[config.mk]
export PLATFORM = sky130hd
export DESIGN_NAME = fifo_burst_reader
export DESIGN_NICKNAME = d
export VERILOG_FILES = /design/src/rtl/fifo_burst_reader.sv
export SDC_FILE = /design/constraint.sdc
export NUM_CORES = 1
export LEC_CHECK = 0
export CORE_MARGIN = 4
export CORE_UTILIZATION = 59
export CTS_CLUSTER_SIZE = 8
export DETAILED_ROUTE_END_ITERATION = 7
export PLACE_DENSITY = 0.92
export REMOVE_ABC_BUFFERS = 1
export SETUP_SLACK_MARGIN = 0.4
export SLEW_MARGIN = 40
export SYNTH_ARGS = -nofsm -noshare
export SYNTH_HDL_FRONTEND = slang
export SYNTH_SLANG_ARGS = --single-unit
[constraint.sdc]
create_clock -name clk_i -period 9.1 [get_ports clk_i]
set_input_delay 1.82 -clock clk_i [delete_from_list [all_inputs] [get_ports clk_i]]
set_output_delay 1.82 -clock clk_i [all_outputs]
set_load 0.02 [all_outputs]
[src/rtl/fifo_burst_reader.sv]
// fifo_burst_reader
//   Read-side traffic agent for FIFO throughput/sizing benches. Drains a FIFO
//   read port with a programmable burst/gap pattern and keeps saturating
//   statistics: completed reads, empty-FIFO stall cycles and the longest run
//   of consecutive stall cycles.
//
//   Optional feature macro: READER_DATA_CHECK_EN
//     defined     -> rdata_i is checked against an incrementing sequence
//                    0,1,2,... (mod 2^DATA_W); a mismatch sets the sticky
//                    data_err_o.
//     not defined -> no checker logic, data_err_o tied low, rdata_i unused.
//
//   Handshake: rd_rdy_i is the FIFO's "not empty" (valid) and re_o is our
//   read strobe (ready). A read completes on every clk_i rising edge where
//   re_o=1. re_o is only ever asserted while rd_rdy_i=1, so this block never
//   underflows the FIFO. Read data appears on rdata_i one cycle after the
//   completing edge.
module fifo_burst_reader #(
  parameter int DATA_W = 1,
  parameter int LEN_W  = 4,
  parameter int CNT_W  = 16
) (
  input  logic              clk_i,
  input  logic              rst_i,
  input  logic              enable_i,
  input  logic [LEN_W-1:0]  burst_len_i,
  input  logic [LEN_W-1:0]  gap_len_i,
  input  logic              rd_rdy_i,
  input  logic [DATA_W-1:0] rdata_i,
  output logic              re_o,
  output logic              busy_o,
  output logic [CNT_W-1:0]  read_cnt_o,
  output logic [CNT_W-1:0]  stall_cnt_o,
  output logic [CNT_W-1:0]  max_stall_o,
  output logic              data_err_o
);

  typedef enum logic [1:0] {
    ST_IDLE  = 2'd0,
    ST_BURST = 2'd1,
    ST_GAP   = 2'd2
  } state_t;

  state_t             state_q, state_d;
  logic [LEN_W-1:0]   burst_len_q, burst_len_d;
  logic [LEN_W-1:0]   gap_len_q, gap_len_d;
  logic [LEN_W-1:0]   burst_cnt_q, burst_cnt_d;
  logic [LEN_W-1:0]   gap_cnt_q, gap_cnt_d;

  logic [CNT_W-1:0]   read_cnt_q, read_cnt_d;
  logic [CNT_W-1:0]   stall_cnt_q, stall_cnt_d;
  logic [CNT_W-1:0]   max_stall_q, max_stall_d;
  logic [CNT_W-1:0]   run_q, run_d;
  logic [CNT_W-1:0]   run_inc;

  logic               rd_fire;
  logic               stall;
  logic               burst_last;
  logic               gap_last;

  // Read strobe is purely combinational so it drops in the same cycle that
  // enable_i or rd_rdy_i falls, and falls with the async reset of state_q.
  assign re_o       = (state_q == ST_BURST) & enable_i & rd_rdy_i;
  assign rd_fire    = re_o;
  assign stall      = (state_q == ST_BURST) & enable_i & ~rd_rdy_i;
  assign burst_last = (burst_len_q != '0) && ((burst_cnt_q + LEN_W'(1)) == burst_len_q);
  assign gap_last   = ((gap_cnt_q + LEN_W'(1)) == gap_len_q);

  assign busy_o      = (state_q != ST_IDLE);
  assign read_cnt_o  = read_cnt_q;
  assign stall_cnt_o = stall_cnt_q;
  assign max_stall_o = max_stall_q;

  // FSM state and burst/gap bookkeeping registers.
  always_ff @(posedge clk_i or posedge rst_i) begin
    if (rst_i) begin
      state_q     <= ST_IDLE;
      burst_len_q <= '0;
      gap_len_q   <= '0;
      burst_cnt_q <= '0;
      gap_cnt_q   <= '0;
    end else begin
      state_q     <= state_d;
      burst_len_q <= burst_len_d;
      gap_len_q   <= gap_len_d;
      burst_cnt_q <= burst_cnt_d;
      gap_cnt_q   <= gap_cnt_d;
    end
  end

  // Next-state logic: IDLE -> BURST -> (GAP ->) BURST ...; enable_i low
  // always returns to IDLE on the next edge.
  always_comb begin
    state_d     = state_q;
    burst_len_d = burst_len_q;
    gap_len_d   = gap_len_q;
    burst_cnt_d = burst_cnt_q;
    gap_cnt_d   = gap_cnt_q;
    case (state_q)
      ST_IDLE: begin
        if (enable_i) begin
          state_d     = ST_BURST;
          burst_len_d = burst_len_i;
          gap_len_d   = gap_len_i;
          burst_cnt_d = '0;
          gap_cnt_d   = '0;
        end
      end
      ST_BURST: begin
        if (!enable_i) begin
          state_d     = ST_IDLE;
          burst_cnt_d = '0;
        end else if (rd_fire && (burst_len_q != '0)) begin
          if (burst_last) begin
            // End of burst: with a zero gap we simply start the next burst.
            burst_cnt_d = '0;
            gap_cnt_d   = '0;
            if (gap_len_q != '0) begin
              state_d = ST_GAP;
            end
          end else begin
            burst_cnt_d = burst_cnt_q + LEN_W'(1);
          end
        end
      end
      ST_GAP: begin
        if (!enable_i) begin
          state_d   = ST_IDLE;
          gap_cnt_d = '0;
        end else if (gap_last) begin
          // Lengths are re-sampled at every burst start so a running agent
          // can be reprogrammed between bursts.
          state_d     = ST_BURST;
          burst_len_d = burst_len_i;
          gap_len_d   = gap_len_i;
          burst_cnt_d = '0;
          gap_cnt_d   = '0;
        end else begin
          gap_cnt_d = gap_cnt_q + LEN_W'(1);
        end
      end
      default: begin
        state_d = ST_IDLE;
      end
    endcase
  end

  // Statistics registers; they clear only on reset.
  always_ff @(posedge clk_i or posedge rst_i) begin
    if (rst_i) begin
      read_cnt_q  <= '0;
      stall_cnt_q <= '0;
      max_stall_q <= '0;
      run_q       <= '0;
    end else begin
      read_cnt_q  <= read_cnt_d;
      stall_cnt_q <= stall_cnt_d;
      max_stall_q <= max_stall_d;
      run_q       <= run_d;
    end
  end

  // Saturating statistics update; the current stall run is compared with the
  // maximum using its post-increment value so a run's last cycle is counted.
  always_comb begin
    read_cnt_d  = read_cnt_q;
    stall_cnt_d = stall_cnt_q;
    max_stall_d = max_stall_q;
    run_d       = '0;
    run_inc     = (&run_q) ? run_q : (run_q + CNT_W'(1));
    if (rd_fire && !(&read_cnt_q)) begin
      read_cnt_d = read_cnt_q + CNT_W'(1);
    end
    if (stall) begin
      if (!(&stall_cnt_q)) begin
        stall_cnt_d = stall_cnt_q + CNT_W'(1);
      end
      run_d = run_inc;
      if (run_inc > max_stall_q) begin
        max_stall_d = run_inc;
      end
    end
  end

`ifdef READER_DATA_CHECK_EN
  logic [DATA_W-1:0] exp_q, exp_d;
  logic [DATA_W-1:0] cmp_q, cmp_d;
  logic              pend_q, pend_d;
  logic              err_q, err_d;

  // Data checker registers: next expected value, value owed by the previous
  // read, and the sticky error flag.
  always_ff @(posedge clk_i or posedge rst_i) begin
    if (rst_i) begin
      exp_q  <= '0;
      cmp_q  <= '0;
      pend_q <= 1'b0;
      err_q  <= 1'b0;
    end else begin
      exp_q  <= exp_d;
      cmp_q  <= cmp_d;
      pend_q <= pend_d;
      err_q  <= err_d;
    end
  end

  // Each completed read arms a compare of rdata_i one cycle later.
  always_comb begin
    exp_d  = exp_q;
    cmp_d  = cmp_q;
    pend_d = rd_fire;
    err_d  = err_q;
    if (rd_fire) begin
      cmp_d = exp_q;
      exp_d = exp_q + DATA_W'(1);
    end
    if (pend_q && (rdata_i != cmp_q)) begin
      err_d = 1'b1;
    end
  end

  assign data_err_o = err_q;
`else
  logic unused_rdata;
  assign unused_rdata = ^rdata_i;
  assign data_err_o   = 1'b0;
`endif

endmodule

## Word-level counts from Yosys, hierarchy flattened

Cells that the tools add are included.

| word-level totals | value |
|---|---|
| register bits after elaboration | 82 |
| input bits | 13 |
| output and inout bits | 51 |

| operators by class | value |
|---|---|
| $add $sub $neg | 5 |
| order comparisons | 1 |
| equal/unequal tests | 14 |
| mux-type cells | 31 |
| bitwise operators | 5 |
| reduce and logical (&&, ||, !) cells | 19 |

Operator list:

| operator | count |
|---|---|
| two-way mux 4 bit | 17 |
| adder 16 x 1 -> 16 bit (second input constant) | 3 |
| AND reduction 16 bit | 3 |
| two-way mux 16 bit | 2 |
| case mux 4 bit (3 select lines) | 2 |
| > comparator 16 bit | 1 |
| case mux 4 bit (2 select lines) | 2 |
| AND reduction 5 bit | 3 |
| two-way mux 2 bit | 7 |
| inequality test 2 bit (second input constant) | 5 |
| adder 4 x 1 -> 4 bit (second input constant) | 2 |
| equality test 4 bit | 2 |
| nonzero test 4 bit | 2 |
| inequality test 3 x 2 -> 1 bit (second input constant) | 2 |
| inequality test 3 bit (second input constant) | 2 |
| case mux 2 bit (3 select lines) | 1 |
| AND reduction 2 bit | 2 |
| AND reduction 4 bit | 1 |
| nonzero test 2 bit | 2 |
| AND 1 bit | 3 |
| logical AND 1 bit | 3 |
| nonzero test 3 bit | 1 |
| equality test 2 x 1 -> 1 bit (second input constant) | 1 |
| equality test 2 bit (second input constant) | 1 |
| 4 further kinds | 5 |

## Longest topological paths before layout

| logic depth | value |
|---|---|
| word-level depth | 7 |
| depth in mapped cells | 13 |
| mapped depth without buffers | 11 |

## Worst setup path before layout

OpenSTA, ideal clock, no wires.

| timing path | value |
|---|---|
| path kind | input to output |
| from | input port enable_i |
| to | output port re_o |
| arrival | 2.462 ns |
| required time | 7.280 ns |
| path slack | 4.818 ns |
| stages on the path | 3 |
| buffers on the path | 1 |
| cell sequence | clkbuf_2 -> nand2_2 -> nor3b_4 |

| between the ends | value |
|---|---|
| longest elaborated chain between the ends | 2 |

RTL lines:

| item | RTL line | text |
|---|---|---|
| from (decl) | 25 | `input logic enable_i,` |
| AND 1 bit (2 in series) | 63 | `assign re_o = (state_q == ST_BURST) & enable_i & rd_rdy_i;` |
| to (decl) | 30 | `output logic re_o,` |

No other way between the ends.

## Worst setup path in the final report

Ends and elaborated chain as after synthesis.

==> flow_metrics.py <==
metrics = {
    "route": {
        "avgRoutedWirePerCell_um": 15.6,
        "wirelength_um": 9120,
        "vias": 3327,
        "antenna_left": 0,
        "detail_route.vias_per_cell": 5.69,
        "drc_errors": 0,
        "drt_iter0_markers": 193,
        "dr.pass1.iters": 4,
    },
    "finish": {
        "final_area_sq_um": 5360,
        "fin_util_pct": 73.1,
        "syn_to_final_growth_pct": 19.2,
        "num_antenna_cells": 0,
        "multi_input_area_sq_um": 2250,
        "finalNetCount": 518,
        "fill_cells": 526,
        "drive_gt1_share_pct": 11.9,
        "seq_area_sq_um": 2050,
    },
    "floorplanning": {
        "core_area_sq_um": 7330,
        "fp-row-count": 31,
        "die_x_um": 95.3,
        "initial_core_util_pct": 61.3,
        "ioPinCount": 64,
        "dieArea_sq_um": 9080,
        "die-height_um": 95.3,
    },
    "run_status": {
        "outcome": "complete, no violations",
    },
    "timing": {
        "worst_clock_skew_ps": 5.06,
        "max_freq_ghz": 0.183,
        "fin_crit_ps": 5470,
        "relSlewSlack_pct": 49.8,
        "worstMarginPinSlew_ps": 753,
        "post-route-period-util_pct": 60.1,
        "hold_viol_final": 0,
        "setup_viol": 0,
        "slew_viol_final": 0,
        "rsz0062_at_grt": "false",
        "fin_tns_setup_ps": 0,
    },
    "synth": {
        "synth_edf_count": 0,
        "synth.avg_cell_area_sq_um": 10.7,
        "synth_seq_cells": 82,
        "synth_fa_ha_area_share_pct": 5.85,
        "muxShareOfSynthArea_pct": 8.63,
        "synth_xor_xnor_area_share_pct": 9.50,
        "ys_types": 61,
        "synth_compound_area_share_pct": 8.10,
        "post-synth-top-count-cell": "dfrtp_1",
        "synthCells": 420,
        "ys_warn_count": 0,
        "synth.area.top_cells": "dfrtp_1 46%, mux2_2 6.5%, ha_1 5.8%, xnor2_1 4.9%, xor2_1 4.1%",
        "ys_top_cells_by_count": "82 x dfrtp_1, 33 x inv_1, 26 x mux2_2, 26 x nand2_1, 25 x xnor2_1",
        "synthArstFlopShare_pct": 100,
        "yosysTopAreaCell": "dfrtp_1",
        "yosys.area_share.simple_pct": 18.0,
        "yosysSeqAreaShare_pct": 45.7,
        "syn-cell-area_sq_um": 4490,
        "synthFlopType": "dfrtp_1",
        "synth_top_area_share_pct": 45.7,
        "synth_top_family_by_area": "simple AND/OR/NAND/NOR gates",
    },
    "grt": {
        "top_usage_layer": "met2",
        "grt_util_met2_pct": 37.3,
        "grt_pass1_vias": 3477,
        "grtUsageTotal_pct": 21.9,
        "gr-usage-met3_pct": 6.55,
        "grt_start_max_net_pins": 83,
        "overflow": 0,
        "grt_pass1_wl_um": 15700,
        "met1_usage_pct": 25.5,
        "antenna_found_initial": 0,
    },
    "run": {
        "maxCapViolations": 0,
    },
    "power_and_ir_drop": {
        "p_leak_nw": 2.44,
        "max-vdd-ir-drop_uv": 135,
        "powerDensity_nw_per_um2": 157,
    },
    "cts": {
        "clkLatencyLatePin_ps": 350,
        "post_cts_resized": 0,
        "cts_tree": "done",
        "ctsHoldBuffers": 0,
        "postCtsSetupRepairBufs": 0,
        "clock-sinks": 82,
        "path_clk_slew_ps": 80,
        "cts_max_path_buffers": 2,
        "htreeDepth": 3,
        "cts-buffers-inserted": 9,
        "cts_root_buffer": "clkbuf_8",
    },
    "placement": {
        "gpl.final_weighted_congestion": 0.844,
        "placed_area_sq_um": 5180,
        "port_buffers": 61,
        "dp_hpwl_um": 6670,
    },
    "worst_setup_path": {
        "crit_required_ps": 7280,
        "crit_type": "in2out",
        "rrSetupSlack_ps": 5250,
        "critPathMaxFanout": 9,
        "cp.arrival_ps": 3650,
        "cp-start-kind": "primary input",
        "cp-end-kind": "output port",
    },
    "min_path": {
        "hold_path.class": "reg2reg",
    },
}
==> registers in the layout, summed over array words and instances (netlist names) <==
| register | cells |
|---|---|
| state_q | 2 |
| read_cnt_o | 16 |
| burst_len_q | 4 |
| max_stall_o | 16 |
| gap_len_q | 4 |
| gap_cnt_q | 4 |
| burst_cnt_q | 4 |
| stall_cnt_o | 16 |
| run_q | 16 |
==> critical path: stages <==
cell and delay (ps):
clkdlybuf4s50_1 630, nand2_2 140, nor3b_4 370, clkdlybuf4s50_1 690
==> power by group <==
part | switching (mW) | total, mW | internal, mW
logic | 0.0803 | 0.160 | 0.0793
registers | 0.0357 | 0.428 | 0.392
clock network | 0.124 | 0.253 | 0.129
total | 0.240 | 0.840 | 0.600
==> cell usage in the layout, fill, tap and decap left out, types with 3 or more instances in the layout <==
| cell type | count |
|---|---|
| mux2_2 | 26 |
| nand4_1 | 9 |
| clkdlybuf4s50_1 | 61 |
| nand2_1 | 26 |
| and4_1 | 6 |
| o21ai_0 | 7 |
| a21oi_1 | 11 |
| ha_1 | 21 |
| a21boi_0 | 3 |
| nand3_1 | 16 |
| and2_1 | 16 |
| nand2b_1 | 5 |
| dfrtp_1 | 82 |
| xnor2_1 | 25 |
| mux2i_1 | 5 |
| a21o_1 | 3 |
| nor2_1 | 21 |
| o211ai_1 | 3 |
| mux2_4 | 3 |
| and3_1 | 9 |
| nor4_1 | 4 |
| nor2b_1 | 3 |
| o22ai_1 | 4 |
| inv_1 | 32 |
| nor3_1 | 9 |
| xor2_1 | 21 |
| clkbuf_8 | 10 |
==> layout make-up <==
| class | instances | area share (%) |
|---|---|---|
| multi-input combinational | 296 | 42.1 |
| clock inverter | 3 | 0.794 |
| clock buffer | 10 | 2.57 |
| inverter | 33 | 2.34 |
| sequential | 82 | 38.3 |
| tap | 99 | 2.31 |
| timing repair buffer | 62 | 11.6 |
==> kinds of logic (layout without fill, tap and decap cells) <==
kind of cell | Yosys count | after routing
fa+ha+maj | 21 | 21
compound gates | 52 | 52
buf+inv | 42 | 108
mux | 34 | 34
other cells | 1 | 1
simple gates | 141 | 141
flops | 82 | 82
xor+xnor | 47 | 47
==> per-stage QoR <==
stage	std cells	total power [mW]	setup WS, ps	hold WS, ps
final	585	0.840	3630	511
after global routing	585	0.881	3540	533
after CTS	585	0.846	3640	512
after detailed placement	572	0.594	3640	493
after global placement	572	0.586	3670	479
after floorplan	411	0.524	4990	511
==> per-layer routing <==
| layer | vias to the layer above | wire [um] |
|---|---|---|
| met5 | - | 0 |
| met4 | 0 | 225 |
| met3 | 23 | 440 |
| met2 | 87 | 4730 |
| met1 | 1614 | 3720 |
| li1 | 1603 | - |
==> final timing paths <==
check	from	to	depth (start not counted)
setup reg to reg	run_q[2]	max_stall_o[7]	10
max in group asynchronous	rst_i	read_cnt_o[5]	3
hold reg to reg	stall_cnt_o[9]	stall_cnt_o[9]	1
hold / removal	stall_cnt_o[9]	stall_cnt_o[9]	1
setup / recovery	enable_i	re_o	4
min in group asynchronous	rst_i	stall_cnt_o[12]	3
Note: power is estimated with default switching activity, not from simulation.
==> patch, RTL diff (same settings) <==
The option `READER_DATA_CHECK_EN` is turned on by a define.
--- a/src/rtl/fifo_burst_reader.sv
+++ b/src/rtl/fifo_burst_reader.sv
@@ -17,2 +17,4 @@
 //   completing edge.
+`define READER_DATA_CHECK_EN
+
 module fifo_burst_reader #(
Behaviour: not the same (a bounded check fails within 4 cycles, from zero or initial values and one cycle with rst_i high).
==> patch against the original RTL <==
  * Via count up 4.5%
  * Register-to-register slack worse by 0.13 ns
  * Clock skew up 0.0097 ns
  * Largest cell class unchanged
  * Setup slack better by 0.074 ns
  * Wire length up 1.0%
  * Final cell count up 1.4%
  * Count of clock-buffer cells in the layout up 2
  * Synthesized area up 0.81%
  * Power up 9.2%
  * Highest routed layer unchanged
  * Sequential cell count up 4
  * Cell area up 1.7%
  * First-iteration DRC count down 13%
==> patch: results (changes against the original RTL) <==
stage	metric	value	unit	change
outcome	status	completed		unchanged
cts	Clk pin slew, worst setup/hold paths	0.07	ns	
sta	crit share post-route	59.28	%	was 60.09%
synthesis	largest cells by area after synthesis	dfrtp_1, xnor2_1, ha_1		was dfrtp_1, mux2_2, ha_1
synthesis	Yosys warning count	0		unchanged
route	DR WL/cell	15.53	microns	was 15.58 microns
synthesis	number of flops mapped to enable cells by yosys	0		unchanged
cells_and_area	fraction of layout cells with a size suffix above 1	10.53	%	was 11.93%
route	DRT Pass-1 Iters	4		unchanged
hold_path	Hold Path Sink	data_err_o		was stall_cnt_o[9]
hold_path	hold crit path type	reg -> reg		unchanged
cells_and_area	fin nets	525		was 518
hold_path	Hold Crit Start	pend_q		was stall_cnt_o[9]
worst_setup_path	r2r startpoint	run_q[0]		was run_q[2]
placed_design	worst slack at placement	3.709	ns	was 3.640 ns
synthesis	Synth cell types	54		was 61
placed_design	DP HPWL	6740	microns	was 6675 microns
power	worst vdd ir	192.8	uV	was 135.1 uV
cts	Clock Path Buffers	2		unchanged
cells_and_area	# diodes	0		unchanged
grt	Total GRT Usage	21.91	%	was 21.94%
placed_design	Placer Congestion	0.8821		was 0.8442
sta	Fin Clk Skew	0.01474	ns	was 0.005057 ns
worst_setup_path	arrival time worst endpoint	3.57	ns	was 3.65 ns
power	Psw	273.0	uW	was 239.8 uW
cts	worst skew pair latency	0.34	ns	
worst_setup_path	r2r worst-path depth	12		was 10
synthesis	Seq/Total Area, Yosys	47.51	%	was 45.67%
cts	CTS HTree Levels	3		unchanged
cts	CTS buffer count	9		unchanged
hold_path	hold path depth	1		unchanged
sta	normalized max-slew margin	52.26	%	was 49.77%
grt	antenna violations before repair	0		unchanged
synthesis	post-synthesis async set-or-reset flop share	100.0	%	unchanged
cells_and_area	Fillers	487		was 526
cts	post-CTS repair timing setup buffer count	0		unchanged
worst_setup_path	Critical Path Fanout Max	9		unchanged
grt	vias in the first global route	3473		was 3477
cts	root buffer cell	clkbuf_8		unchanged
grt	first-pass GRT wire length	15770	microns	was 15670 microns
synthesis	commonest cells in the netlist	dfrtp_1, inv_1, nand3_1, xnor2_1, nor2_1		was dfrtp_1, inv_1, mux2_2, nand2_1, xnor2_1
cts	CTS resizes	0		unchanged
grt	largest net degree at the start of global routing	87		was 83
worst_setup_path	RR Endpoint	max_stall_o[10]		was max_stall_o[7]
power	leak pwr	0.002444	uW	was 0.002441 uW
placed_design	Port Buf Inserts	63		was 61
route	DR vias/cell	5.865		was 5.687
route	initial DRC count	167		was 193
sta	hold_ws	0.4595	ns	was 0.5115 ns
worst_setup_path	r2r setup slk	5.12	ns	was 5.25 ns
==> patch: worst max-delay path by stage <==
stage | from | endpoint | depth (start not counted)
after CTS | enable_i | re_o | 4
after global routing | enable_i | re_o | 4
final | enable_i | re_o | 4
after floorplan | rd_rdy_i | re_o | 2
after global placement | enable_i | re_o | 4
after detailed placement | enable_i | re_o | 4
==> patch: layout make-up <==
type / instances / area, sq um / area share, %
inverter: 31 / 117.6 / 2.159
multi-input combinational: 299 / 2240 / 41.11
tap: 99 / 123.9 / 2.274
timing repair buffer: 64 / 644.4 / 11.83
clock buffer: 12 / 135.1 / 2.480
clock inverter: 2 / 35.03 / 0.6431
sequential: 86 / 2152 / 39.50
==> patch: metal layers <==
layer,track usage (%),wire length (microns),up-vias
li1,-,-,1638
met1,28.28,3925,1708
met2,36.07,4662,118
met3,5.525,487,14
met4,7.346,134,0
met5,0,0,-
==> patch: power groups by stage <==
stage	Combinational [uW]	Sequential (uW)	Clock [uW]
2_1_floorplan	102	494	0
3_3_place_gp	190	478	0
3_5_place_dp	197	481	0
4_1_cts	198	474	253
5_1_grt	215	482	266
6_report	196	476	246
==> patch: kinds of logic after synthesis <==
kind of cell	share of synthesized area (%)
compound gates	8.122
xor+xnor	9.669
fa+ha+maj	5.801
buf+inv	3.342
flops	47.51
mux	7.735
simple gates	17.82
==> patch: critical path: stages <==
cell	delay, ns
clkdlybuf4s50_1	0.62
nand4b_1	0.27
inv_1	0.22
clkdlybuf4s50_1	0.64
==> patch: metrics by stage <==
| stage | instance area, sq um | cells |
|---|---|---|
| floorplan | 4494 | 416 |
| global route | 5448 | 593 |
| CTS | 5433 | 593 |
| global placement | 5258 | 579 |
| finish | 5448 | 593 |
| detailed placement | 5263 | 579 |
